### config.mk
export PLATFORM = sky130hd
export DESIGN_NAME = store_buffer_flat
export DESIGN_NICKNAME = d
export VERILOG_FILES = /design/src/rtl/store_buffer_if.sv /design/src/rtl/store_buffer.sv /design/src/flat_wrapper.sv
export SDC_FILE = /design/constraint.sdc
export NUM_CORES = 1
export LEC_CHECK = 0
export BUFFER_PORTS_ARGS = -buffer_cell sky130_fd_sc_hd__buf_2
export CAP_MARGIN = 20
export CORE_AREA = 10 10 213 215
export CTS_BUF_LIST = sky130_fd_sc_hd__clkbuf_8
export DETAILED_ROUTE_END_ITERATION = 16
export DIE_AREA = 0 0 223 225
export GPL_TIMING_DRIVEN = 1
export PLACE_DENSITY = 0.73
export REMOVE_ABC_BUFFERS = 1
export SYNTH_ARGS = -nofsm -noshare
export SYNTH_HDL_FRONTEND = slang
export SYNTH_SLANG_ARGS = --single-unit
### constraint.sdc
create_clock -name clk -period 14.75 [get_ports clk]
set_input_delay 2.95 -clock clk [delete_from_list [all_inputs] [get_ports clk]]
set_output_delay 2.95 -clock clk [all_outputs]
set_load 0.01 [all_outputs]
### src/rtl/store_buffer_if.sv
// Bundle of core store/load-forward signals and the memory drain handshake
// seen by the posted-write store buffer.
interface store_buffer_if #(
  parameter int DEPTH = 4,
  parameter int AW    = 32,
  parameter int DW    = 32
);
  logic                     MemWrite;
  logic [AW-1:0]            DataAdr;
  logic [DW-1:0]            WriteData;
  logic                     Stall;
  logic [AW-1:0]            ReadAdr;
  logic                     ReadHit;
  logic [DW-1:0]            ReadFwdData;
  logic                     MemReq;
  logic [AW-1:0]            MemAdr;
  logic [DW-1:0]            MemWData;
  logic                     MemAck;
  logic                     Empty;
  logic [$clog2(DEPTH):0]   Count;

  modport master (
    output MemWrite, DataAdr, WriteData, ReadAdr, MemAck,
    input  Stall, ReadHit, ReadFwdData, MemReq, MemAdr, MemWData, Empty, Count
  );

  modport slave (
    input  MemWrite, DataAdr, WriteData, ReadAdr, MemAck,
    output Stall, ReadHit, ReadFwdData, MemReq, MemAdr, MemWData, Empty, Count
  );
endinterface

### src/rtl/store_buffer.sv
// Posted-write store buffer: in-order FIFO drain to memory, same-word merge
// into the youngest entry, and youngest-match load forwarding.
module store_buffer #(
  parameter int DEPTH = 4,
  parameter int AW    = 32,
  parameter int DW    = 32
) (
  input  logic             clk,
  input  logic             reset,
  store_buffer_if.slave    bus
);
  localparam int PW = $clog2(DEPTH);
  localparam int CW = PW + 1;

  logic [AW-1:0] addr_q [DEPTH];
  logic [DW-1:0] data_q [DEPTH];
  logic [PW-1:0] head_q, head_d;
  logic [PW-1:0] tail_q, tail_d;
  logic [CW-1:0] count_q, count_d;

  logic          full, empty;
  logic          accept, pop, coalesce, push;
  logic [PW-1:0] young_idx;
  logic [PW-1:0] fwd_idx;
  logic          hit;
  logic [DW-1:0] fwd_data;

  assign full      = (count_q == CW'(DEPTH));
  assign empty     = (count_q == '0);
  assign young_idx = tail_q - PW'(1);

  assign accept   = bus.MemWrite && !full;
  assign pop      = !empty && bus.MemAck;
  // Never merge into the head: it may already be mid-handshake with memory.
  assign coalesce = accept && (count_q >= CW'(2)) &&
                    (addr_q[young_idx][AW-1:2] == bus.DataAdr[AW-1:2]);
  assign push     = accept && !coalesce;

  always_comb begin
    head_d  = head_q;
    tail_d  = tail_q;
    count_d = count_q;
    if (pop)  head_d = head_q + PW'(1);
    if (push) tail_d = tail_q + PW'(1);
    if (push && !pop)      count_d = count_q + CW'(1);
    else if (!push && pop) count_d = count_q - CW'(1);
  end

  always_ff @(posedge clk or posedge reset) begin
    if (reset) begin
      head_q  <= '0;
      tail_q  <= '0;
      count_q <= '0;
    end else begin
      head_q  <= head_d;
      tail_q  <= tail_d;
      count_q <= count_d;
    end
  end

  always_ff @(posedge clk) begin
    if (push) begin
      addr_q[tail_q] <= bus.DataAdr;
      data_q[tail_q] <= bus.WriteData;
    end
    if (coalesce) data_q[young_idx] <= bus.WriteData;
  end

  // Scan oldest to youngest so the last valid match (youngest) wins.
  always_comb begin
    hit      = 1'b0;
    fwd_data = '0;
    fwd_idx  = head_q;
    for (int k = 0; k < DEPTH; k++) begin
      fwd_idx = head_q + PW'(k);
      if ((CW'(k) < count_q) &&
          (addr_q[fwd_idx][AW-1:2] == bus.ReadAdr[AW-1:2])) begin
        hit      = 1'b1;
        fwd_data = data_q[fwd_idx];
      end
    end
  end

  assign bus.ReadHit     = hit;
  assign bus.ReadFwdData = fwd_data;
  assign bus.Stall       = full;
  assign bus.Empty       = empty;
  assign bus.Count       = count_q;
  assign bus.MemReq      = !empty;
  assign bus.MemAdr      = empty ? '0 : addr_q[head_q];
  assign bus.MemWData    = empty ? '0 : data_q[head_q];
endmodule
### src/flat_wrapper.sv
// flat-port wrapper written by rule: the top's interface ports become plain ports
module store_buffer_flat 
#(
  parameter int DEPTH = 4,
  parameter int AW    = 32,
  parameter int DW    = 32
)
  (clk, reset, bus_MemWrite, bus_DataAdr, bus_WriteData, bus_ReadAdr, bus_MemAck, bus_Stall, bus_ReadHit, bus_ReadFwdData, bus_MemReq, bus_MemAdr, bus_MemWData, bus_Empty, bus_Count);
  store_buffer_if #(.DEPTH(DEPTH), .AW(AW), .DW(DW)) bus_i ();
  input  logic clk;
  input  logic reset;
  input wire logic [$bits(bus_i.MemWrite)-1:0] bus_MemWrite;
  input wire logic [$bits(bus_i.DataAdr)-1:0] bus_DataAdr;
  input wire logic [$bits(bus_i.WriteData)-1:0] bus_WriteData;
  input wire logic [$bits(bus_i.ReadAdr)-1:0] bus_ReadAdr;
  input wire logic [$bits(bus_i.MemAck)-1:0] bus_MemAck;
  output wire logic [$bits(bus_i.Stall)-1:0] bus_Stall;
  output wire logic [$bits(bus_i.ReadHit)-1:0] bus_ReadHit;
  output wire logic [$bits(bus_i.ReadFwdData)-1:0] bus_ReadFwdData;
  output wire logic [$bits(bus_i.MemReq)-1:0] bus_MemReq;
  output wire logic [$bits(bus_i.MemAdr)-1:0] bus_MemAdr;
  output wire logic [$bits(bus_i.MemWData)-1:0] bus_MemWData;
  output wire logic [$bits(bus_i.Empty)-1:0] bus_Empty;
  output wire logic [$bits(bus_i.Count)-1:0] bus_Count;
  assign bus_i.MemWrite = bus_MemWrite;
  assign bus_i.DataAdr = bus_DataAdr;
  assign bus_i.WriteData = bus_WriteData;
  assign bus_i.ReadAdr = bus_ReadAdr;
  assign bus_i.MemAck = bus_MemAck;
  assign bus_Stall = bus_i.Stall;
  assign bus_ReadHit = bus_i.ReadHit;
  assign bus_ReadFwdData = bus_i.ReadFwdData;
  assign bus_MemReq = bus_i.MemReq;
  assign bus_MemAdr = bus_i.MemAdr;
  assign bus_MemWData = bus_i.MemWData;
  assign bus_Empty = bus_i.Empty;
  assign bus_Count = bus_i.Count;
  store_buffer #(.DEPTH(DEPTH), .AW(AW), .DW(DW)) u_core (.clk(clk), .reset(reset), .bus(bus_i));
endmodule
### Word level (Yosys, flattened, before mapping)

Memories as Yosys holds them, arrays and structs flattened.
Cells that the tools add are included.

| storage, ports and cells | value |
|---|---|
| input port bits | 100 |
| bits in writable memories | 256 |
| bits in registers | 7 |
| logic and storage cells | 61 |
| memories kept | 2 |

| cells by class | value |
|---|---|
| $add $sub $neg | 7 |
| magnitude comparators | 5 |
| reduce and logical (&&, ||, !) cells | 19 |
| eq/ne operators | 6 |
| muxes and demuxes | 19 |

Memories:

| memory | depth | width | rd ports | clocked after memory_dff | write ports | line | source |
|---|---|---|---|---|---|---|---|
| u_core.addr_q | 4 | 32 | 5 | 0 | 1 | store_buffer.sv:15 | `logic [AW-1:0] addr_q [DEPTH];` |
| u_core.data_q | 4 | 32 | 4 | 0 | 1 | store_buffer.sv:16 | `logic [DW-1:0] data_q [DEPTH];` |

Operator list:

| operator | count |
|---|---|
| $mux W32 | 7 |
| $eq A30 B30 Y1 | 5 |
| $reduce_or A32 Y1 | 1 |
| $logic_and A1 B1 Y1 | 11 |
| $mux W1 | 9 |
| $lt A1 B3 Y1 const A | 2 |
| $lt A2 B3 Y1 const A | 2 |
| $mux W3 | 2 |
| $logic_not A1 Y1 | 5 |
| $add A2 B1 Y2 const B | 2 |
| $add A2 B2 Y2 const B | 2 |
| $add A3 B1 Y3 const B | 1 |
| $eq A3 B3 Y1 const B | 1 |
| $ge A3 B2 Y1 const B | 1 |
| $logic_not A3 Y1 | 1 |
| $sub A3 B1 Y3 const B | 1 |
| $mux W2 | 1 |
| $reduce_bool A2 Y1 | 1 |
| $sub A2 B1 Y2 const B | 1 |

### Logic depth before layout (Yosys ltp)

| logic depth | value |
|---|---|
| depth after elaboration | 11 |
| mapped depth | 17 |

### Worst setup path before layout

Ideal clock, no wire load.

| timing | value |
|---|---|
| path kind | in2out |
| start point | input bus_ReadAdr[15] |
| end point | output bus_ReadFwdData[6] |
| buffers on the path | 4 |
| data required time | 11800 ps |
| arrival | 5315 ps |
| path slack | 6485 ps |
| cell stages on the path | 11 |
| cells stage by stage | buf_1 > o22ai_1 > a2111oi_0 > o2111ai_1 > or4_1 > clkbuf_1 > buf_6 > buf_4 > o31ai_1 > a31oi_1 > o32a_1 |

| on the way | value |
|---|---|
| cells in the longest elaborated chain, start to end | 6 |
| elaborated cells between the ends (all ways) | 12 |

RTL lines:

| what | line | source |
|---|---|---|
| start, declared | flat_wrapper.sv:15 | `input wire logic [$bits(bus_i.ReadAdr)-1:0] bus_ReadAdr;` |
| $eq A30 B30 Y1 | store_buffer.sv:77 | `(addr_q[fwd_idx][AW-1:2] == bus.ReadAdr[AW-1:2])) begin` |
| $logic_and A1 B1 Y1 | store_buffer.sv:76 | `if ((CW'(k) < count_q) &&` |
| $mux W32 (3 in a row) | store_buffer.sv:76 |  |
| $mux W32 * | store_buffer.sv:76 |  |
| end, declared | flat_wrapper.sv:19 | `output wire logic [$bits(bus_i.ReadFwdData)-1:0] bus_ReadFwdData;` |

Mark *: on every way between the ends. The rest lies on a longest branch, timed or not.

### Worst setup path after layout

| timing | value |
|---|---|
| start point | input bus_ReadAdr[15] |
| end point | output bus_ReadFwdData[30] |

The elaborated chain is that of the path after synthesis.

==> metrics.txt <==
Num CTS Buffers=47; Layout fillers=about 3.7k; row count=75; minimum clock period=slightly below 10 ns; CP bufs+invs=4; RSZ-0062 raised after global routing=no; ratio of cells with drive above 1 in the final layout=0.2506; DR vias/cell=between 6 and 7; EDFF count, synth=approximately 260; Worst slew margin=0.1950; final setup margin=4.958 ns; Distinct cells, synth=between 80 and 90; Fmax=slightly above 100 MHz; synthesized area=approximately 18,000 µm²; htree depth=2; DR pass1 iterations=6; Worst-path clk slew=~0.060 ns; CP Data Arrival Time=just under 7 ns; dpl hpwl=a little over 40,000 µm; Die X=~220 µm; WP data required=11.80 ns; clk buf depth=3; Port Buffers=200; M1 GR Usage=0.2869; Congestion Overflow GR=0; first-pass GRT wire length=just under 90,000 µm; GP Congestion=1.003; CTS tree=built; Crit path max-delay family=simple AND/OR/NAND/NOR gates; Worst Path Max Fanout=56; Initial Utilization=0.4403; setup repair bufs after CTS=0; Mean Syn Cell Area=11.70 µm²; vias in the first global route=~14k; Die ar.=between 50,000 and 60,000 µm²; Ys Warns=0; Top FF cell, synth=edfxtp_1; worst vdd ir=0.1307 mV; Post-synth top cells=edfxtp_1, mux2i_1, nor2_1, xnor2_1, nand2_1; Synth area leader=edfxtp_1; LEAKAGE=approximately 0.0075 µW; PwrDens=about 210 nW/µm²; Synth-to-Final Area Change=11.92%; Nets=roughly 1.8k; area share of the leading cell type in the synthesized netlist=0.4219; register area share after synthesis=0.4315; post_cts resized=0; Pwr Total=between 4000 and 5000 µW; max-capacitance violation count=0; crit-path max cell delay=just over 0.6 ns; WS Path Type=input port to primary output; # setup viols final=0; Worst Setup End Kind=primary output; Hold WC Path Type=register to register; synthesized instance count=between 1.5k and 2k; antenna-violating nets left=0; Core ar.=roughly 41,000 µm²; Routed wire per std cell=between 20 and 30 µm; Fin. Hold Viols=0; pin count of the biggest net entering global routing=99; type of origin of the critical path=input port; CTS Hold Buffers Added=0; setup TNS=0 ns; final core occ=0.4928; Post-Route Skew=between 0.03 and 0.04 ns; total track usage=0.2255; Clock Sinks=approximately 260; WL final=around 59,000 µm; Synth area leaders=edfxtp_1, mux2i_1, mux4_2, xnor2_1, mux2_2; # DRC=0; Iteration-0 DRC Markers=around 1.4k; met2 usage=0.3711; status=complete, no violations; async set-reset flop share out of synthesis=0.02662; Final period util=0.6639; Max stage delay cell, worst path=nor4_4; GR peak layer=met2; top-count cell post-synth=edfxtp_1; clock root buffer master=clkbuf_8; fin. max-slew vios=0; I/O pin cnt=slightly above 200; cells along the critical path=buf_2 -> o22ai_1 -> a2111oi_0 -> o2111ai_1 -> nor4_4 -> nand3_2 -> buf_4 -> nand2_1 -> buf_4 -> o32a_1 -> buf_2; via count=~14k; pre-CTS setup slack=a little under 5 ns; Die Height=roughly 230 µm; worst-skew pair later-pin latency=approximately 0.64 ns; Worst-Margin Slew=1.204 ns; Yosys reg bits=263; initial antenna violation count=9; met3 Resource Use GR=0.04462
## sequential cells by signal, summed over array words and instances (netlist names)
name and count:
u_core.addr_q 128, u_core.data_q 128, u_core.bus.Count 3, u_core.head_q 2, u_core.tail_q 2
## worst register-to-register path: stages, from the launching register on
cell     delay [ns]
dfrtp_2        0.34
buf_4          0.58
inv_1          0.34
ha_1           0.39
buf_4          0.48
mux4_2         0.43
xnor2_1        0.31
nand4_1        0.22
nor4_1         0.80
nand4_1        0.43
nor2_1         0.23
nand2_1        0.12
a21oi_4        0.18
buf_4          0.48
## worst paths after layout
path                       cells past startpoint                               to                       startpoint  slack, ns
setup / recovery                              11              bus_ReadFwdData[30]                  bus_ReadAdr[15]       4.96
hold / removal                                 1  u_core.bus.Count[0]$_DFFE_PP0P_  u_core.bus.Count[0]$_DFFE_PP0P_       0.56
setup reg to reg                              13   u_core.data_q[2][26]$_DFFE_PP_     u_core.tail_q[0]$_DFFE_PP0P_       9.05
hold reg to reg                                1  u_core.bus.Count[0]$_DFFE_PP0P_  u_core.bus.Count[0]$_DFFE_PP0P_       0.56
max in group asynchronous                      2     u_core.head_q[1]$_DFFE_PP0P_                            reset      12.24
min in group asynchronous                      2     u_core.head_q[0]$_DFFE_PP0P_                            reset       2.26
## through the flow
stage / hold WS [ns] / cells / area, µm²
floorplan: 0.5674 / 1413 / 17490
finish: 0.5607 / 2273 / 20390
CTS: 0.5626 / 2266 / 20370
detailed placement: 0.5494 / 2180 / 19440
global placement: 0.5587 / 2180 / 19440
global route: 0.5973 / 2269 / 20380
## placed cells by master, fill, tap and decap left out, types with 9 or more instances in the layout
master       n
a211oi_1    33
a21oi_1     20
a2bb2oi_1   13
a311oi_1    28
a31oi_1     20
and2_1      58
and3_1       9
buf_2      200
buf_4       28
clkbuf_8    48
clkinv_1    15
edfxtp_1   256
inv_1       20
mux2_2      49
mux2i_1    220
mux4_2      53
nand2_1     75
nand3_1     14
nand4_1     15
nor2_1      94
nor3_1      27
nor3b_1     19
nor4_1      11
o21ai_0     43
o22ai_1     12
o31a_1      13
o31ai_1     14
o32a_1      29
xnor2_1     92
xor2_1      46
## per-layer routing
layer	share of wire	wire length, µm
met1	0.40	23770
met2	0.47	28030
met3	0.087	5139
met4	0.035	2067
met5	0.00036	21
## power by group
part           switching, µW  internal, µW
Clock                    310           374
Sequential               133           993
Combinational           1440           992
Total                   1880          2360
## final cells by class
type	instances	area (µm²)	area share
timing repair buffer	229	1222	0.05994
multi-input combinational	1136	9624	0.4719
inverter	14	55.05	0.002700
clock inverter	38	270.3	0.01325
sequential	263	7871	0.3860
clock buffer	48	660.6	0.03239
tap	539	674.4	0.03307
antenna	6	15.01	0.0007362
## logic make-up (layout without fill, tap and decap cells)
| family | count (synthesis) | after routing | synth area share |
|---|---|---|---|
| xor+xnor | 138 | 138 | 0.06633 |
| buf+inv | 158 | 329 | 0.04326 |
| other cells | 0 | 6 | 0 |
| compound gates | 301 | 301 | 0.1285 |
| fa+ha+maj | 8 | 8 | 0.005494 |
| mux | 330 | 330 | 0.2225 |
| simple gates | 359 | 359 | 0.1025 |
| flops | 263 | 263 | 0.4315 |
Power figures use the tool's default switching activity.
